## src/rtl/id_ctrl_pipe.sv

```systemverilog
// id_ctrl_pipe: ID-stage main decoder with a registered ID/EX control bundle
// and a HILO interlock for multi-cycle multiply/divide.
//
// Ports:
//   clk        system clock, rising edge
//   resetn     asynchronous active-low reset
//   in_valid   instr holds a real instruction
//   instr      ID-stage instruction (op=[31:26], rt=[20:16], funct=[5:0])
//   stall_in   EX cannot accept; hold the output register
//   flush      kill the output register contents
//   stall_out  combinational: hold IF/ID, HILO consumer waiting on busy unit
//   out_valid  output register holds a live instruction
//   ctrl       {regwrite,regdst,alusrc,branch,memwrite,memtoreg,jump,jal,jr,bal,hilo_en}
//   illegal    registered instruction is an undefined encoding
//   hilo_busy  combinational: HILO interlock active
module id_ctrl_pipe #(
    parameter int unsigned MULT_CYCLES = 2,
    parameter int unsigned DIV_CYCLES  = 34,
    parameter int unsigned CNT_W       = 6
) (
    input  logic        clk,
    input  logic        resetn,
    input  logic        in_valid,
    input  logic [31:0] instr,
    input  logic        stall_in,
    input  logic        flush,
    output logic        stall_out,
    output logic        out_valid,
    output logic [10:0] ctrl,
    output logic        illegal,
    output logic        hilo_busy
);

    // Opcode / funct / rt encodings
    localparam logic [5:0] OP_SPECIAL = 6'h00;
    localparam logic [5:0] OP_REGIMM  = 6'h01;
    localparam logic [5:0] OP_J       = 6'h02;
    localparam logic [5:0] OP_JAL     = 6'h03;
    localparam logic [5:0] OP_BEQ     = 6'h04;
    localparam logic [5:0] OP_BNE     = 6'h05;
    localparam logic [5:0] OP_BLEZ    = 6'h06;
    localparam logic [5:0] OP_BGTZ    = 6'h07;
    localparam logic [5:0] OP_ADDI    = 6'h08;
    localparam logic [5:0] OP_ADDIU   = 6'h09;
    localparam logic [5:0] OP_SLTI    = 6'h0A;
    localparam logic [5:0] OP_SLTIU   = 6'h0B;
    localparam logic [5:0] OP_ANDI    = 6'h0C;
    localparam logic [5:0] OP_ORI     = 6'h0D;
    localparam logic [5:0] OP_XORI    = 6'h0E;
    localparam logic [5:0] OP_LUI     = 6'h0F;
    localparam logic [5:0] OP_LB      = 6'h20;
    localparam logic [5:0] OP_LH      = 6'h21;
    localparam logic [5:0] OP_LW      = 6'h23;
    localparam logic [5:0] OP_LBU     = 6'h24;
    localparam logic [5:0] OP_LHU     = 6'h25;
    localparam logic [5:0] OP_SB      = 6'h28;
    localparam logic [5:0] OP_SH      = 6'h29;
    localparam logic [5:0] OP_SW      = 6'h2B;

    localparam logic [4:0] RT_BLTZ    = 5'h00;
    localparam logic [4:0] RT_BGEZ    = 5'h01;
    localparam logic [4:0] RT_BLTZAL  = 5'h10;
    localparam logic [4:0] RT_BGEZAL  = 5'h11;

    localparam logic [5:0] FN_JR      = 6'h08;
    localparam logic [5:0] FN_JALR    = 6'h09;
    localparam logic [5:0] FN_MFHI    = 6'h10;
    localparam logic [5:0] FN_MTHI    = 6'h11;
    localparam logic [5:0] FN_MFLO    = 6'h12;
    localparam logic [5:0] FN_MTLO    = 6'h13;
    localparam logic [5:0] FN_MULT    = 6'h18;
    localparam logic [5:0] FN_MULTU   = 6'h19;
    localparam logic [5:0] FN_DIV     = 6'h1A;
    localparam logic [5:0] FN_DIVU    = 6'h1B;

    logic [5:0]       op;
    logic [4:0]       rt;
    logic [5:0]       funct;
    logic [10:0]      dec_ctrl;
    logic             dec_illegal;
    logic             is_muldiv;
    logic             is_div;
    logic             is_hilo_use;
    logic             muldiv_q;
    logic             is_div_q;
    logic [CNT_W-1:0] cnt;
    logic             busy;
    logic             issue;
    logic             unused_bits;

    assign op          = instr[31:26];
    assign rt          = instr[20:16];
    assign funct       = instr[5:0];
    assign unused_bits = ^{instr[25:21], instr[15:6]};

    // Main decoder
    always_comb begin
        dec_ctrl    = '0;
        dec_illegal = 1'b0;
        is_muldiv   = 1'b0;
        is_div      = 1'b0;
        is_hilo_use = 1'b0;
        case (op)
            OP_ANDI, OP_ORI, OP_XORI, OP_LUI,
            OP_ADDI, OP_ADDIU, OP_SLTI, OP_SLTIU: dec_ctrl = 11'b10100000000;
            OP_J:                                  dec_ctrl = 11'b00000010000;
            OP_JAL:                                dec_ctrl = 11'b10000001000;
            OP_BEQ, OP_BNE, OP_BGTZ, OP_BLEZ:      dec_ctrl = 11'b00010000000;
            OP_LB, OP_LBU, OP_LH, OP_LHU, OP_LW:   dec_ctrl = 11'b10100100000;
            OP_SB, OP_SH, OP_SW:                   dec_ctrl = 11'b00101000000;
            OP_REGIMM: begin
                case (rt)
                    RT_BLTZ, RT_BGEZ:     dec_ctrl = 11'b00010000000;
                    RT_BLTZAL, RT_BGEZAL: dec_ctrl = 11'b10010000010;
                    default:              dec_illegal = 1'b1;
                endcase
            end
            OP_SPECIAL: begin
                case (funct)
                    FN_MFHI, FN_MFLO: begin
                        dec_ctrl    = 11'b11000000000;
                        is_hilo_use = 1'b1;
                    end
                    FN_MTHI, FN_MTLO: begin
                        dec_ctrl    = 11'b00000000001;
                        is_hilo_use = 1'b1;
                    end
                    FN_MULT, FN_MULTU: begin
                        dec_ctrl    = 11'b00000000001;
                        is_muldiv   = 1'b1;
                        is_hilo_use = 1'b1;
                    end
                    FN_DIV, FN_DIVU: begin
                        dec_ctrl    = 11'b00000000001;
                        is_muldiv   = 1'b1;
                        is_div      = 1'b1;
                        is_hilo_use = 1'b1;
                    end
                    FN_JR:   dec_ctrl = 11'b00000000100;
                    FN_JALR: dec_ctrl = 11'b11000000100;
                    // Remaining R-type functs are not validated here
                    default: dec_ctrl = 11'b11000000000;
                endcase
            end
            default: dec_illegal = 1'b1;
        endcase
    end

    // A muldiv sitting in the register counts as busy before it issues
    assign busy      = (cnt != '0) | (out_valid & muldiv_q);
    assign hilo_busy = busy;
    assign stall_out = in_valid & is_hilo_use & busy;
    assign issue     = out_valid & muldiv_q & ~stall_in & ~flush;

    // ID/EX output register
    always_ff @(posedge clk or negedge resetn) begin
        if (!resetn) begin
            out_valid <= 1'b0;
            ctrl      <= '0;
            illegal   <= 1'b0;
            muldiv_q  <= 1'b0;
            is_div_q  <= 1'b0;
        end else if (flush || (!stall_in && stall_out)) begin
            out_valid <= 1'b0;
            ctrl      <= '0;
            illegal   <= 1'b0;
            muldiv_q  <= 1'b0;
            is_div_q  <= 1'b0;
        end else if (!stall_in) begin
            out_valid <= in_valid;
            ctrl      <= in_valid ? dec_ctrl : '0;
            illegal   <= in_valid & dec_illegal;
            muldiv_q  <= in_valid & is_muldiv;
            is_div_q  <= in_valid & is_div;
        end
    end

    // HILO latency counter; flush leaves an issued op running to completion
    always_ff @(posedge clk or negedge resetn) begin
        if (!resetn) begin
            cnt <= '0;
        end else if (issue) begin
            cnt <= is_div_q ? CNT_W'(DIV_CYCLES) : CNT_W'(MULT_CYCLES);
        end else if (cnt != '0) begin
            cnt <= cnt - CNT_W'(1);
        end
    end

endmodule

```

## config.mk

```make
export PLATFORM = sky130hd
export DESIGN_NAME = id_ctrl_pipe
export DESIGN_NICKNAME = d
export VERILOG_FILES = /design/src/rtl/id_ctrl_pipe.sv
export SDC_FILE = /design/constraint.sdc
export NUM_CORES = 1
export LEC_CHECK = 0
export CAP_MARGIN = 15
export CORE_MARGIN = 2
export CORE_UTILIZATION = 40
export DETAILED_ROUTE_END_ITERATION = 16
export GPL_TIMING_DRIVEN = 1
export PLACE_DENSITY = 0.83
export SETUP_SLACK_MARGIN = 0.15
export SLEW_MARGIN = 10
export SYNTH_ARGS = -nofsm -noshare
export SYNTH_HDL_FRONTEND = slang
export SYNTH_SLANG_ARGS = --single-unit
export TNS_END_PERCENT = 20
```

## constraint.sdc

```tcl
create_clock -name clk -period 4.6 [get_ports clk]
set_input_delay 1.15 -clock clk [delete_from_list [all_inputs] [get_ports clk]]
set_output_delay 1.15 -clock clk [all_outputs]
set_load 0.01 [all_outputs]
```

* Word level (Yosys, flattened, before mapping)
Index checks and enable logic that the tools add are counted.
** Storage, ports and cells
- Bits in registers :: 21
- Output and inout port bits :: 15
- Logic and storage cells :: 99
** Operators by class
- Add/subtract/negate cells :: 1
- Equality and inequality tests :: 37
- Muxes and demuxes :: 25
- Bitwise logic cells :: 11
- Reductions and logical operators :: 19
** Operators by type and width (number)
- 11-bit one-hot mux with 8 select lines :: 1
- 6-bit by 4-bit equality test with 1-bit output, second input constant :: 10
- 6-bit by 5-bit equality test with 1-bit output, second input constant :: 8
- 6-bit equality test, second input constant :: 8
- 11-bit two-way mux :: 3
- 11-bit one-hot mux with 3 select lines :: 1
- 6-bit by 3-bit equality test with 1-bit output, second input constant :: 4
- 23-bit OR reduction :: 1
- 11-bit one-hot mux with 2 select lines :: 1
- 6-bit two-way mux :: 3
- 8-bit OR reduction :: 2
- 1-bit two-way mux :: 15
- 6-bit by 2-bit equality test with 1-bit output, second input constant :: 2
- 4-bit OR reduction :: 3
- 5-bit equality test, second input constant :: 2
- 1-bit bitwise AND :: 8
- 6-bit by 1-bit equality test with 1-bit output, second input constant :: 1
- 6-bit zero test :: 1
- 6-bit nonzero test :: 1
- 2-bit OR reduction :: 3
- 6-bit OR reduction :: 1
- 6-bit by 1-bit subtractor with 6-bit output, second input constant :: 1
- 5-bit by 1-bit equality test with 1-bit output, second input constant :: 1
- 5-bit zero test :: 1
- other kinds (10) :: 11

* Longest topological paths before layout
- Depth after elaboration :: 9
- Depth in mapped cells :: 7

* Least setup slack after synthesis
Ideal clock, no wire load.
- Path kind :: in2out
- From :: in instr[29]
- To :: out stall_out
- Data arrival time :: 2.027 ns
- Setup slack :: 1.423 ns
- Stages :: 4
- Cells stage by stage :: buf_6 > nor4_4 > nand4_1 > nor2_1
** Between the ends
- Word-level cells in the longest chain between the ends :: 4
** Ends and longest elaborated chain
- start, declared :: line 24 : input logic [31:0] instr,
- 6-bit zero test :: line 103 : case (op)
- 1-bit two-way mux :: line 103
- 1-bit bitwise AND (2 in a row) :: line 152 : assign stall_out = in_valid & is_hilo_use & busy;
- end, declared :: line 27 : output logic stall_out,
No other way between the ends.

* Worst setup path in the final report
Ends and elaborated chain as after synthesis.

==> flow_metrics.py <==
metrics = {
    "run_status": {
        "outcome": "complete, no violations",
    },
    "layout": {
        "diodes": 0,
        "stdcell_area_um2": 1580,
        "nNetsFinal": 199,
        "utilization_pct": 56.8,
        "drive_above_1_share_pct": 8.75,
        "area_growth_pct": 33.2,
        "fill_cells": 256,
        "regArea_um2": 526,
        "multiInputGateArea_um2": 613,
    },
    "setup_path": {
        "cp_max_fo": 10,
        "worstSetupEndpointType": "output pin",
        "critPathArrivalTime_ps": 2930,
        "crit_type": "primary input to output pin",
        "crit_path_cell_trace": "clkdlybuf4s50_1 -> nor4_4 -> nand4_1 -> nor2_1 -> clkdlybuf4s50_1",
        "max_stage_delay_ps": 600,
        "critPathBufInv": 2,
        "crit_family": "buffers and inverters",
        "rrSetupSlack_ps": 2600,
        "r2r-start": "cnt[0]",
        "cpMaxStageDelayCell": "clkdlybuf4s50_1",
        "cp-startpoint": "instr[29]",
        "ff2ff_path_depth": 7,
        "crit_top_cell": "clkdlybuf4s50_1",
        "r2r-end": "muldiv_q",
        "critPathLaunchType": "primary input",
        "crit_required_ps": 3450,
    },
    "clock_network": {
        "cts.hold.buffers_added": 0,
        "cts_root_buf": "clkbuf_4",
        "numClockSinks": 21,
        "postCtsSetupBuffers": 0,
        "ctsResizeCount": 0,
        "tritoncts": "built",
        "clk_latency_ps": 310,
        "h-tree-depth": 1,
        "cts_buffers": 3,
        "path_clk_slew_ps": 110,
        "cts_max_path_buffers": 2,
    },
    "grt": {
        "gr-usage-met1_pct": 20.8,
        "grt_pass1_wl_um": 4710,
        "use_met3_pct": 3.08,
        "overflow": 0,
        "antenna_found_initial": 0,
        "grt.busiest_layer": "met2",
        "grtUsageMet2_pct": 31.6,
        "grt_usage_pct": 18.0,
        "grt_pass1_vias": 1093,
        "grt_max_degree": 22,
    },
    "detailed_routing": {
        "wl_um": 2850,
        "avgViaCountPerCell": 5.76,
        "drt-initial-drc-count": 34,
        "firstDrtPassIters": 4,
        "antenna_left": 0,
        "routedWlPerCell_um": 14.9,
        "vias": 1101,
        "drc": 0,
    },
    "yosys": {
        "yosys.area.top_type_share_pct": 44.3,
        "synth_area_leaders": "dfrtp_1 44%, nand2_1 5.1%, nor2_1 3.5%",
        "seq_area_frac_synth_pct": 44.3,
        "syn_area_um2": 1190,
        "synthFlopType": "dfrtp_1",
        "synth_edf_count": 0,
        "postSynthCellCount": 123,
        "synthArstFlopShare_pct": 100,
        "ys_warn_count": 0,
        "ys_ff_latch": 21,
        "synth_top_area_cell": "dfrtp_1",
        "ys_types": 42,
        "avgSynthCellArea_um2": 9.64,
        "synth_nets": 161,
    },
    "sta": {
        "finalSetupTns_ps": 0,
        "hold_ws_ps": 498,
        "drv_slew": 0,
        "grt_setup_unrepaired": "no",
        "slew_headroom_pct": 34.3,
        "max_slew.worst_pin.slew_ps": 984,
        "finalCriticalPeriod_ps": 4080,
        "fmax_ghz": 0.245,
        "setup_viol": 0,
        "clock_skew_ps": 2.02,
        "fin_crit_sh_pct": 88.6,
        "finalHoldViolCount": 0,
    },
    "pwr": {
        "p_switching_uw": 165,
        "p_leak_uw": 0.000617,
        "powerDensity_nw_per_um2": 315,
        "p_int_uw": 332,
        "peakVddDrop_mv": 0.278,
        "p_seq_share_pct": 49.6,
        "combPwrFrac_pct": 32.0,
        "swShare_pct": 33.2,
        "power_frac_clock_pct": 18.3,
    },
    "die": {
        "core_um2": 2780,
        "die_h_um": 58.5,
        "start_util_pct": 42.6,
        "die_area_um2": 3420,
        "io_pins": 52,
        "rows": 19,
        "fp.dieW_um": 58.5,
    },
    "place": {
        "io_buffer_count": 35,
        "hpwl_um": 2240,
        "gp_congestion": 0.852,
        "dpl_cell_area_um2": 1550,
    },
    "worst_hold_path": {
        "hold_class": "register to register",
        "holdCritStartpoint": "is_div_q",
        "whs_path_depth": 2,
        "whs_endpoint": "is_div_q",
    },
    "job": {
        "cap_violations": 0,
    },
}
[Yosys cell counts (all sizes together), types with 4 or more instances]
cell type,number
nand2,16
o31ai,4
nor2,11
nor3,5
o21ai,8
nand3,6
inv,4
dfrtp,21
[through the flow]
step | cells | setup slack (ps) | total power (µW)
after global routing | 191 | 460 | 529
final | 191 | 524 | 498
after detailed placement | 187 | 527 | 411
after CTS | 191 | 525 | 502
after floorplan | 123 | 1420 | 351
after global placement | 187 | 548 | 396
[registers in the layout (all words and copies together) (netlist names)]
| register | count |
|---|---|
| out_valid | 1 |
| cnt | 6 |
| is_div_q | 1 |
| illegal | 1 |
| ctrl | 11 |
| muldiv_q | 1 |
[worst max-delay path by stage]
stage                     end  cells past startpoint  slack (ps)
CTS                 stall_out                      5         520
detailed placement  stall_out                      5         530
finish              stall_out                      5         520
global route        stall_out                      5         460
floorplan           stall_out                      4        1420
global placement    stall_out                      5         550
[power by group through the flow]
stage	Sequential, µW	Clock, µW	Combinational, µW
floorplan	244	0	108
global placement	247	0	149
detailed placement	251	0	160
CTS	247	93.2	162
global route	252	99.0	178
finish	247	91.2	159
[per-layer routing]
metal	up-vias	routed length [µm]	share of wire [%]
li1	532	-	-
met1	529	1180	41
met2	30	1470	52
met3	10	113	4.0
met4	0	83	2.9
met5	-	0	0
[cells in the final DEF (no fill, tap or decap), types with 4 or more instances in the layout]
cell,Yosys,routed
clkdlybuf4s50_1,0,35
dfrtp_1,21,21
inv_1,4,4
nand2_1,16,16
nand3_1,6,6
nor2_1,11,11
nor3_1,4,4
o21ai_1,6,6
o31ai_1,4,4
[kinds of logic after synthesis]
logic type,Yosys count,share of synthesized area (%)
AOI/OAI and AO/OA,29,18.2
xor gates and xnor gates,3,2.22
adders and majority gates,1,1.05
buffers and inverters,8,4.01
DFF,21,44.3
muxes,1,0.949
and+or+nand+nor,60,29.2
[area by class of cell]
type | count | area share (%)
clock buffers | 4 | 1.66
well taps | 31 | 2.45
inverters | 5 | 1.19
flip-flops and latches | 21 | 33.3
repair buffers | 36 | 22.6
multi-input cells | 94 | 38.8
[worst register-to-register path, stage by stage, from the launching register on]
cell	delay (ps)
dfrtp_1	390
inv_1	90
ha_1	220
nor3b_2	250
and3_4	250
clkinv_1	80
or4b_1	510
a21oi_1	150
(Power assumes the default switching activity.)
